File: src/rtl/instr_prefetch_queue_pkg.sv
// pipeline_pkg: shared fetch-side constants and the queue entry type
package pipeline_pkg;
  localparam int INSTR_W = 32;
  localparam logic [INSTR_W-1:0] NOP_INSTR = 32'h0;
  localparam logic [31:0] PC_STEP = 32'd4;
  typedef struct packed {
    logic [INSTR_W-1:0] instr;
    logic [31:0] pc4;
  } fetch_entry_t;
  function automatic logic [31:0] word_align(input logic [31:0] a);
    return {a[31:2], 2'b00};
  endfunction
endpackage

File: src/rtl/instr_prefetch_queue_if.sv
// instr_prefetch_queue_if: redirect, imem request/response and IF/ID handshake bundle
// master: the prefetch queue; slave: memory, branch resolution and IF/ID side.
interface instr_prefetch_queue_if #(
  parameter int DEPTH = 4
);
  localparam int CW = $clog2(DEPTH) + 1;
  logic redirect_valid;
  logic [31:0] redirect_pc;
  logic imem_req_valid;
  logic [31:0] imem_req_addr;
  logic imem_req_ready;
  logic imem_rsp_valid;
  logic [31:0] imem_rsp_data;
  logic if_valid;
  logic [31:0] if_instr;
  logic [31:0] if_pc4;
  logic if_ready;
  logic [CW-1:0] outstanding;
  modport master (
    input redirect_valid, redirect_pc, imem_req_ready, imem_rsp_valid, imem_rsp_data, if_ready,
    output imem_req_valid, imem_req_addr, if_valid, if_instr, if_pc4, outstanding
  );
  modport slave (
    output redirect_valid, redirect_pc, imem_req_ready, imem_rsp_valid, imem_rsp_data, if_ready,
    input imem_req_valid, imem_req_addr, if_valid, if_instr, if_pc4, outstanding
  );
endinterface

File: src/rtl/instr_prefetch_queue_sync_fifo_2w.sv
// sync_fifo_2w: generic synchronous FIFO with push/pop/flush and occupancy count
// Ports: clk, reset (sync, active-low), push/din, pop/dout (head, valid while !empty),
// flush (empties the FIFO, overrides push/pop), count, full, empty. DEPTH must be a power of 2.
module sync_fifo_2w #(
  parameter int WIDTH = 64,
  parameter int DEPTH = 4
) (
  input  logic clk,
  input  logic reset,
  input  logic push,
  input  logic pop,
  input  logic flush,
  input  logic [WIDTH-1:0] din,
  output logic [WIDTH-1:0] dout,
  output logic [$clog2(DEPTH):0] count,
  output logic full,
  output logic empty
);
  localparam int AW = $clog2(DEPTH);
  localparam int CW = AW + 1;
  logic [WIDTH-1:0] mem [DEPTH];
  logic [AW-1:0] rd_ptr, wr_ptr;
  logic do_push, do_pop;
  assign empty = count == '0;
  assign full = count == CW'(DEPTH);
  assign do_pop = pop && !empty;
  assign do_push = push && (!full || do_pop);
  assign dout = mem[rd_ptr];
  always_ff @(posedge clk) begin
    if (!reset || flush) begin
      rd_ptr <= '0;
      wr_ptr <= '0;
      count <= '0;
    end else begin
      if (do_push) wr_ptr <= wr_ptr + 1'b1;
      if (do_pop) rd_ptr <= rd_ptr + 1'b1;
      count <= count + CW'(do_push) - CW'(do_pop);
    end
  end
  always_ff @(posedge clk)
    if (reset && !flush && do_push) mem[wr_ptr] <= din;
endmodule

File: src/rtl/instr_prefetch_queue.sv
// instr_prefetch_queue: sequential instruction prefetcher with in-order word queue toward IF/ID
// Ports: clk, reset (sync, active-low); bus (master) carries redirect_valid/redirect_pc,
// imem_req_valid/addr/ready, imem_rsp_valid/data, if_valid/if_instr/if_pc4/if_ready, outstanding.
module instr_prefetch_queue
  import pipeline_pkg::*;
#(
  parameter int DEPTH = 4,
  parameter logic [31:0] RESET_PC = 32'h0000_0000
) (
  input logic clk,
  input logic reset,
  instr_prefetch_queue_if.master bus
);
  localparam int CW = $clog2(DEPTH) + 1;
  logic [31:0] fetch_pc, rsp_pc;
  logic [CW-1:0] out_cnt, drop_cnt, count;
  logic [CW:0] live;
  logic accept, keep, full, empty;
  logic [2*INSTR_W-1:0] head_raw;
  fetch_entry_t head;
  // live = queued words plus in-flight words that will be kept; each holds a reserved slot
  assign live = {1'b0, count} + {1'b0, out_cnt} - {1'b0, drop_cnt};
  // out_cnt bound stops stale in-flight words from letting outstanding exceed DEPTH
  assign bus.imem_req_valid = reset && !bus.redirect_valid && live < (CW+1)'(DEPTH) && out_cnt < CW'(DEPTH);
  assign bus.imem_req_addr = fetch_pc;
  assign accept = bus.imem_req_valid && bus.imem_req_ready;
  assign keep = bus.imem_rsp_valid && drop_cnt == '0 && !bus.redirect_valid;
  sync_fifo_2w #(.WIDTH(2*INSTR_W), .DEPTH(DEPTH)) u_fifo (
    .clk(clk),
    .reset(reset),
    .push(keep),
    .pop(!empty && bus.if_ready),
    .flush(bus.redirect_valid),
    .din({bus.imem_rsp_data, rsp_pc + PC_STEP}),
    .dout(head_raw),
    .count(count),
    .full(full),
    .empty(empty)
  );
  assign head = fetch_entry_t'(head_raw);
  assign bus.if_valid = !empty;
  assign bus.if_instr = empty ? NOP_INSTR : head.instr;
  assign bus.if_pc4 = empty ? 32'h0 : head.pc4;
  assign bus.outstanding = out_cnt;
  always_ff @(posedge clk) begin
    if (!reset) begin
      fetch_pc <= word_align(RESET_PC);
      rsp_pc <= word_align(RESET_PC);
      out_cnt <= '0;
      drop_cnt <= '0;
    end else begin
      out_cnt <= out_cnt + CW'(accept) - CW'(bus.imem_rsp_valid);
      if (bus.redirect_valid) begin
        fetch_pc <= word_align(bus.redirect_pc);
        rsp_pc <= word_align(bus.redirect_pc);
        // a response landing in the redirect cycle is already discarded, so it is not counted
        drop_cnt <= out_cnt - CW'(bus.imem_rsp_valid);
      end else begin
        if (accept) fetch_pc <= fetch_pc + PC_STEP;
        if (keep) rsp_pc <= rsp_pc + PC_STEP;
        if (bus.imem_rsp_valid && drop_cnt != '0) drop_cnt <= drop_cnt - 1'b1;
      end
    end
  end
  q_no_overflow: assert property (@(posedge clk) disable iff (!reset) !(keep && full));
endmodule

File: src/flat_wrapper.sv
// flat-port wrapper written by rule: the top's interface ports become plain ports
module instr_prefetch_queue_flat import pipeline_pkg::*;
#(
  parameter int DEPTH = 4,
  parameter logic [31:0] RESET_PC = 32'h0000_0000
)
  (clk, reset, bus_redirect_valid, bus_redirect_pc, bus_imem_req_ready, bus_imem_rsp_valid, bus_imem_rsp_data, bus_if_ready, bus_imem_req_valid, bus_imem_req_addr, bus_if_valid, bus_if_instr, bus_if_pc4, bus_outstanding);
  instr_prefetch_queue_if #(.DEPTH(DEPTH)) bus_i ();
  input logic clk;
  input logic reset;
  input wire logic [$bits(bus_i.redirect_valid)-1:0] bus_redirect_valid;
  input wire logic [$bits(bus_i.redirect_pc)-1:0] bus_redirect_pc;
  input wire logic [$bits(bus_i.imem_req_ready)-1:0] bus_imem_req_ready;
  input wire logic [$bits(bus_i.imem_rsp_valid)-1:0] bus_imem_rsp_valid;
  input wire logic [$bits(bus_i.imem_rsp_data)-1:0] bus_imem_rsp_data;
  input wire logic [$bits(bus_i.if_ready)-1:0] bus_if_ready;
  output wire logic [$bits(bus_i.imem_req_valid)-1:0] bus_imem_req_valid;
  output wire logic [$bits(bus_i.imem_req_addr)-1:0] bus_imem_req_addr;
  output wire logic [$bits(bus_i.if_valid)-1:0] bus_if_valid;
  output wire logic [$bits(bus_i.if_instr)-1:0] bus_if_instr;
  output wire logic [$bits(bus_i.if_pc4)-1:0] bus_if_pc4;
  output wire logic [$bits(bus_i.outstanding)-1:0] bus_outstanding;
  assign bus_i.redirect_valid = bus_redirect_valid;
  assign bus_i.redirect_pc = bus_redirect_pc;
  assign bus_i.imem_req_ready = bus_imem_req_ready;
  assign bus_i.imem_rsp_valid = bus_imem_rsp_valid;
  assign bus_i.imem_rsp_data = bus_imem_rsp_data;
  assign bus_i.if_ready = bus_if_ready;
  assign bus_imem_req_valid = bus_i.imem_req_valid;
  assign bus_imem_req_addr = bus_i.imem_req_addr;
  assign bus_if_valid = bus_i.if_valid;
  assign bus_if_instr = bus_i.if_instr;
  assign bus_if_pc4 = bus_i.if_pc4;
  assign bus_outstanding = bus_i.outstanding;
  instr_prefetch_queue #(.DEPTH(DEPTH), .RESET_PC(RESET_PC)) u_core (.clk(clk), .reset(reset), .bus(bus_i));
endmodule
File: config.mk
export PLATFORM = sky130hd
export DESIGN_NAME = instr_prefetch_queue_flat
export DESIGN_NICKNAME = d
export VERILOG_FILES = /design/src/rtl/instr_prefetch_queue_pkg.sv /design/src/rtl/instr_prefetch_queue_if.sv /design/src/rtl/instr_prefetch_queue_sync_fifo_2w.sv /design/src/rtl/instr_prefetch_queue.sv /design/src/flat_wrapper.sv
export SDC_FILE = /design/constraint.sdc
export NUM_CORES = 1
export LEC_CHECK = 0
export ABC_AREA = 0
export ABC_CLOCK_PERIOD_IN_PS = 10200
export CAP_MARGIN = 10
export CORE_MARGIN = 3
export CORE_UTILIZATION = 60
export DETAILED_ROUTE_END_ITERATION = 7
export PLACE_DENSITY = 0.85
export SYNTH_ARGS = -nofsm -noshare
export SYNTH_HDL_FRONTEND = slang
export SYNTH_SLANG_ARGS = --single-unit
File: constraint.sdc
create_clock -name clk -period 10.2 [get_ports clk]
set_input_delay 3.06 -clock clk [delete_from_list [all_inputs] [get_ports clk]]
set_output_delay 3.06 -clock clk [all_outputs]
set_load 0.1 [all_outputs]
==> results by group <==
Global route
  • First-pass GRT wire length: 47,690 um
  • Initial antenna violation count: 0
  • Vias in the first global route: 8,709
  • Largest net degree at the start of global routing: 85
  • Gr usage total: between 20% and 30%
  • GRT overflow: 0

Pwr
  • Maximum VDD drop: 0.0001322 V
  • Pwr per Cell Area: 190.0 mW/mm2
  • Leak: roughly 5.4 nW
  • Total power: 3.189 mW

Clock network
  • Cts repair resizes: 0
  • Clk Latency, worst-skew pair: approximately 540 ps
  • TritonCTS clock tree: built
  • Number of CTS-inserted buffers: 31
  • Worst-path clk slew: 60 ps
  • CTS Sinks: about 320
  • Bufs on Longest Clock Path: 3
  • Root Driver: clkbuf_16
  • CTS Hold Buffers Added: 0
  • H-tree levels: 1
  • Post-CTS setup buffer count: 0

Timing
  • Fin crit share: just over 80%
  • Fmax achieved: 0.1207 GHz
  • Setup TNS: 0 ps
  • Max Slew Vio Count: 0
  • Slew @ Worst Pin: 1081 ps
  • Relative max-transition margin: about 28%
  • Clock Skew: between 15 and 20 ps
  • Finish-stage setup viols: 0
  • Post-layout min period: 8288 ps
  • Hold Fails Final Rpt: 0
  • RSZ-0062 raised after global routing: no

Outcome
  • Status: finished clean

Logic synthesis
  • Synthesis warning total: 0
  • Unique masters post-synth: 53
  • Synth Register Bits: 323
  • Synth Flop Type: edfxtp_1
  • Post-synth EDFFs: 248
  • Post-Syn Area: 0.01394 mm2
  • Register area share after synthesis: roughly 64%
  • Async SR Flop Fraction: 0%
  • Avg Cell Area, Syn: ~15 um2
  • Gate Count Post-Synth: 960

Placed design
  • Port bufs: 164
  • Placed insts: 1,365
  • Hpwl dp: ~19,000 um
  • Gpl congestion: 0.8563
  • Placed Area: 0.01579 mm2

Die
  • Die area: 0.02510 mm2
  • Site Rows: 55
  • Core area: roughly 0.023 mm2
  • Die W: around 160 um
  • # IOs: 171
  • Die Span Y: 158.4 um
  • Initial Util: 61.38%

Routing
  • Drt first pass iters: 5
  • Final ANT Viol Nets: 0
  • Routed via count: about 8,800
  • Wirelength per Cell: 21.71 um
  • Routed WL: around 31,000 um
  • Post-route DRC: 0
  • DR iter-0 viols: 745
  • Vias/cell: about 6.2

Worst setup path
  • Most used cell, CP: buf_4
  • CP bufs+invs: 3
  • Slowest stage delay, CP: 480 ps
  • Worst EP required: just over 7000 ps
  • CP Launch Type: input pin
  • Critical Path, Cell by Cell: clkdlybuf4s50_1 > buf_4 > or4b_1 > or4_1 > nand2_1 > buf_4
  • CP Class: input pin to output pin
  • Critical path's top delay family: buffers and inverters
  • Worst endpoint data arrival time: 5230 ps
  • Maximum fanout along the worst path: 44
  • CP Capture Type: output pin
  • Slowest cell on crit path: or4b_1

Finish
  • Post-route insts no fill: 1,421
  • ANT cells: 0
  • Layout cells sized above 1: 11.27%
  • Final nets: 1,203
  • Syn-to-layout area delta: 20.40%
  • Final Util: ~74%
  • Post-Layout Inst Area: 0.01678 mm2

Worst hold path
  • Hold Path Class: flip-flop to flip-flop

Flow run
  • Max Cap Viol: 0
-- worst register-to-register path: stages, from the launching register on --
cell and delay, ps:
dfxtp_1 330, inv_1 80, ha_1 180, nand3b_1 610, nor3_1 880, and3_2 1020
buf_4 510
-- per-layer routing --
metal  global-route usage (%)  up-vias  part of all wire (%)  wire [um]
li1                         -     3958                     -          -
met1                    34.37     4400                    42      12900
met2                    39.36      375                    48      14910
met3                    4.621       58                   7.3       2251
met4                    7.907        0                   2.6        792
met5                        0        -                     0          0
-- worst paths after layout --
path | cells past startpoint | slack [ps] | from | end
worst min register to register | 2 | 520 | u_core.bus.imem_req_addr[26] | u_core.bus.imem_req_addr[26]
worst min-delay path | 2 | 520 | u_core.bus.imem_req_addr[26] | u_core.bus.imem_req_addr[26]
worst max register to register | 6 | 6210 | u_core.drop_cnt[0] | u_core.u_fifo.mem[0][39]
worst max-delay path | 6 | 1910 | reset | bus_imem_req_valid
-- registers in the layout, summed over array words and instances (netlist names), named ones only --
| register | flops |
|---|---|
| u_core.u_fifo.mem | 248 |
| u_core.bus.imem_req_addr | 30 |
| u_core.u_fifo.rd_ptr | 2 |
| u_core.bus.outstanding | 3 |
| u_core.drop_cnt | 3 |
| u_core.rsp_pc | 30 |
| u_core.u_fifo.count | 3 |
| u_core.u_fifo.wr_ptr | 2 |
-- placed cells by master, fill, tap and decap left out, types with 3 or more instances in the layout --
cell and count:
edfxtp_1 248, clkdlybuf4s50_1 163, dfxtp_1 73, and2_1 72, mux4_2 62, xnor2_1 54, a21oi_1 52, nand2_1 38
nand3_1 35, clkbuf_16 31, o21ai_0 30, xor2_1 27, inv_1 25, nor2_1 24, nor3_1 16, ha_1 16
nand4_1 15, a31oi_1 13, clkinv_1 12, buf_4 12, or4_1 11, nor4_1 10, and4_1 9, a211oi_1 7
and3_1 6, and3_2 4, o311ai_0 4, nand2b_1 4, fa_1 4, conb_1 4, bufinv_16 4, o31ai_1 3
o31a_1 3, or3_1 3, clkinv_2 3, clkinvlp_2 3
-- synth_stat cells (2+ instances only) --
library cell	n	area share, %
edfxtp_1	248	53
dfxtp_1	75	11
and2_1	72	3.2
mux4_2	62	10
xnor2_1	54	3.4
a21oi_1	52	1.9
clkbuf_1	45	1.2
nand2_1	38	1.0
nand3_1	35	1.3
o21ai_0	30	1.1
xor2_1	27	1.7
inv_1	26	0.70
nor2_1	24	0.65
ha_1	16	1.4
nor3_1	16	0.57
nand4_1	15	0.67
a31oi_1	13	0.58
or4_1	11	0.59
and3_1	10	0.45
nor4_1	10	0.45
and4_1	9	0.57
a211oi_1	7	0.38
buf_1	7	0.19
buf_4	4	0.22
fa_1	4	0.57
nand2b_1	4	0.18
o311ai_0	4	0.25
or3_1	4	0.18
o31a_1	3	0.19
o31ai_1	3	0.16
a2111o_1	2	0.16
a21o_1	2	0.11
a311oi_1	2	0.13
and3b_1	2	0.13
buf_6	2	0.16
mux2i_1	2	0.14
nor2b_1	2	0.090
o2111ai_1	2	0.13
o311a_1	2	0.14
-- metrics by stage --
| step | hold WS, ps | setup slack [ps] |
|---|---|---|
| after floorplan | 477.5 | 2515 |
| after global placement | 497.9 | 1973 |
| after detailed placement | 511.0 | 1939 |
| after CTS | 520.8 | 1923 |
| after global routing | 542.3 | 1829 |
| final | 521.2 | 1912 |
-- where the power goes --
group	leakage, nW	switching, mW	internal (mW)
Clock	0.474	0.465	0.651
Sequential	2.87	0.0409	1.46
Combinational	2.06	0.408	0.168
Total	5.41	0.914	2.28
-- logic make-up after synthesis --
group           Yosys count  synth area share (%)
fa+ha+maj                20                 2.011
mux                      64                 10.16
simple gates            257                 10.33
buf+inv                  85                 2.504
flops                   323                 64.20
other cells               1               0.02690
compound gates          129                 5.682
xor+xnor                 81                 5.089
-- final cells by class --
cell class / instances / area, um2
Clock inverter: 23 / 207.7
Clock buffer: 33 / 783.3
Timing Repair Buffer: 175 / 1722
Inverter: 27 / 101.3
Fill cell: 1376 / 5926
Sequential cell: 323 / 8954
Tap cell: 285 / 356.6
Multi-Input combinational cell: 555 / 4659
Note: power is estimated with default switching activity, not from simulation.
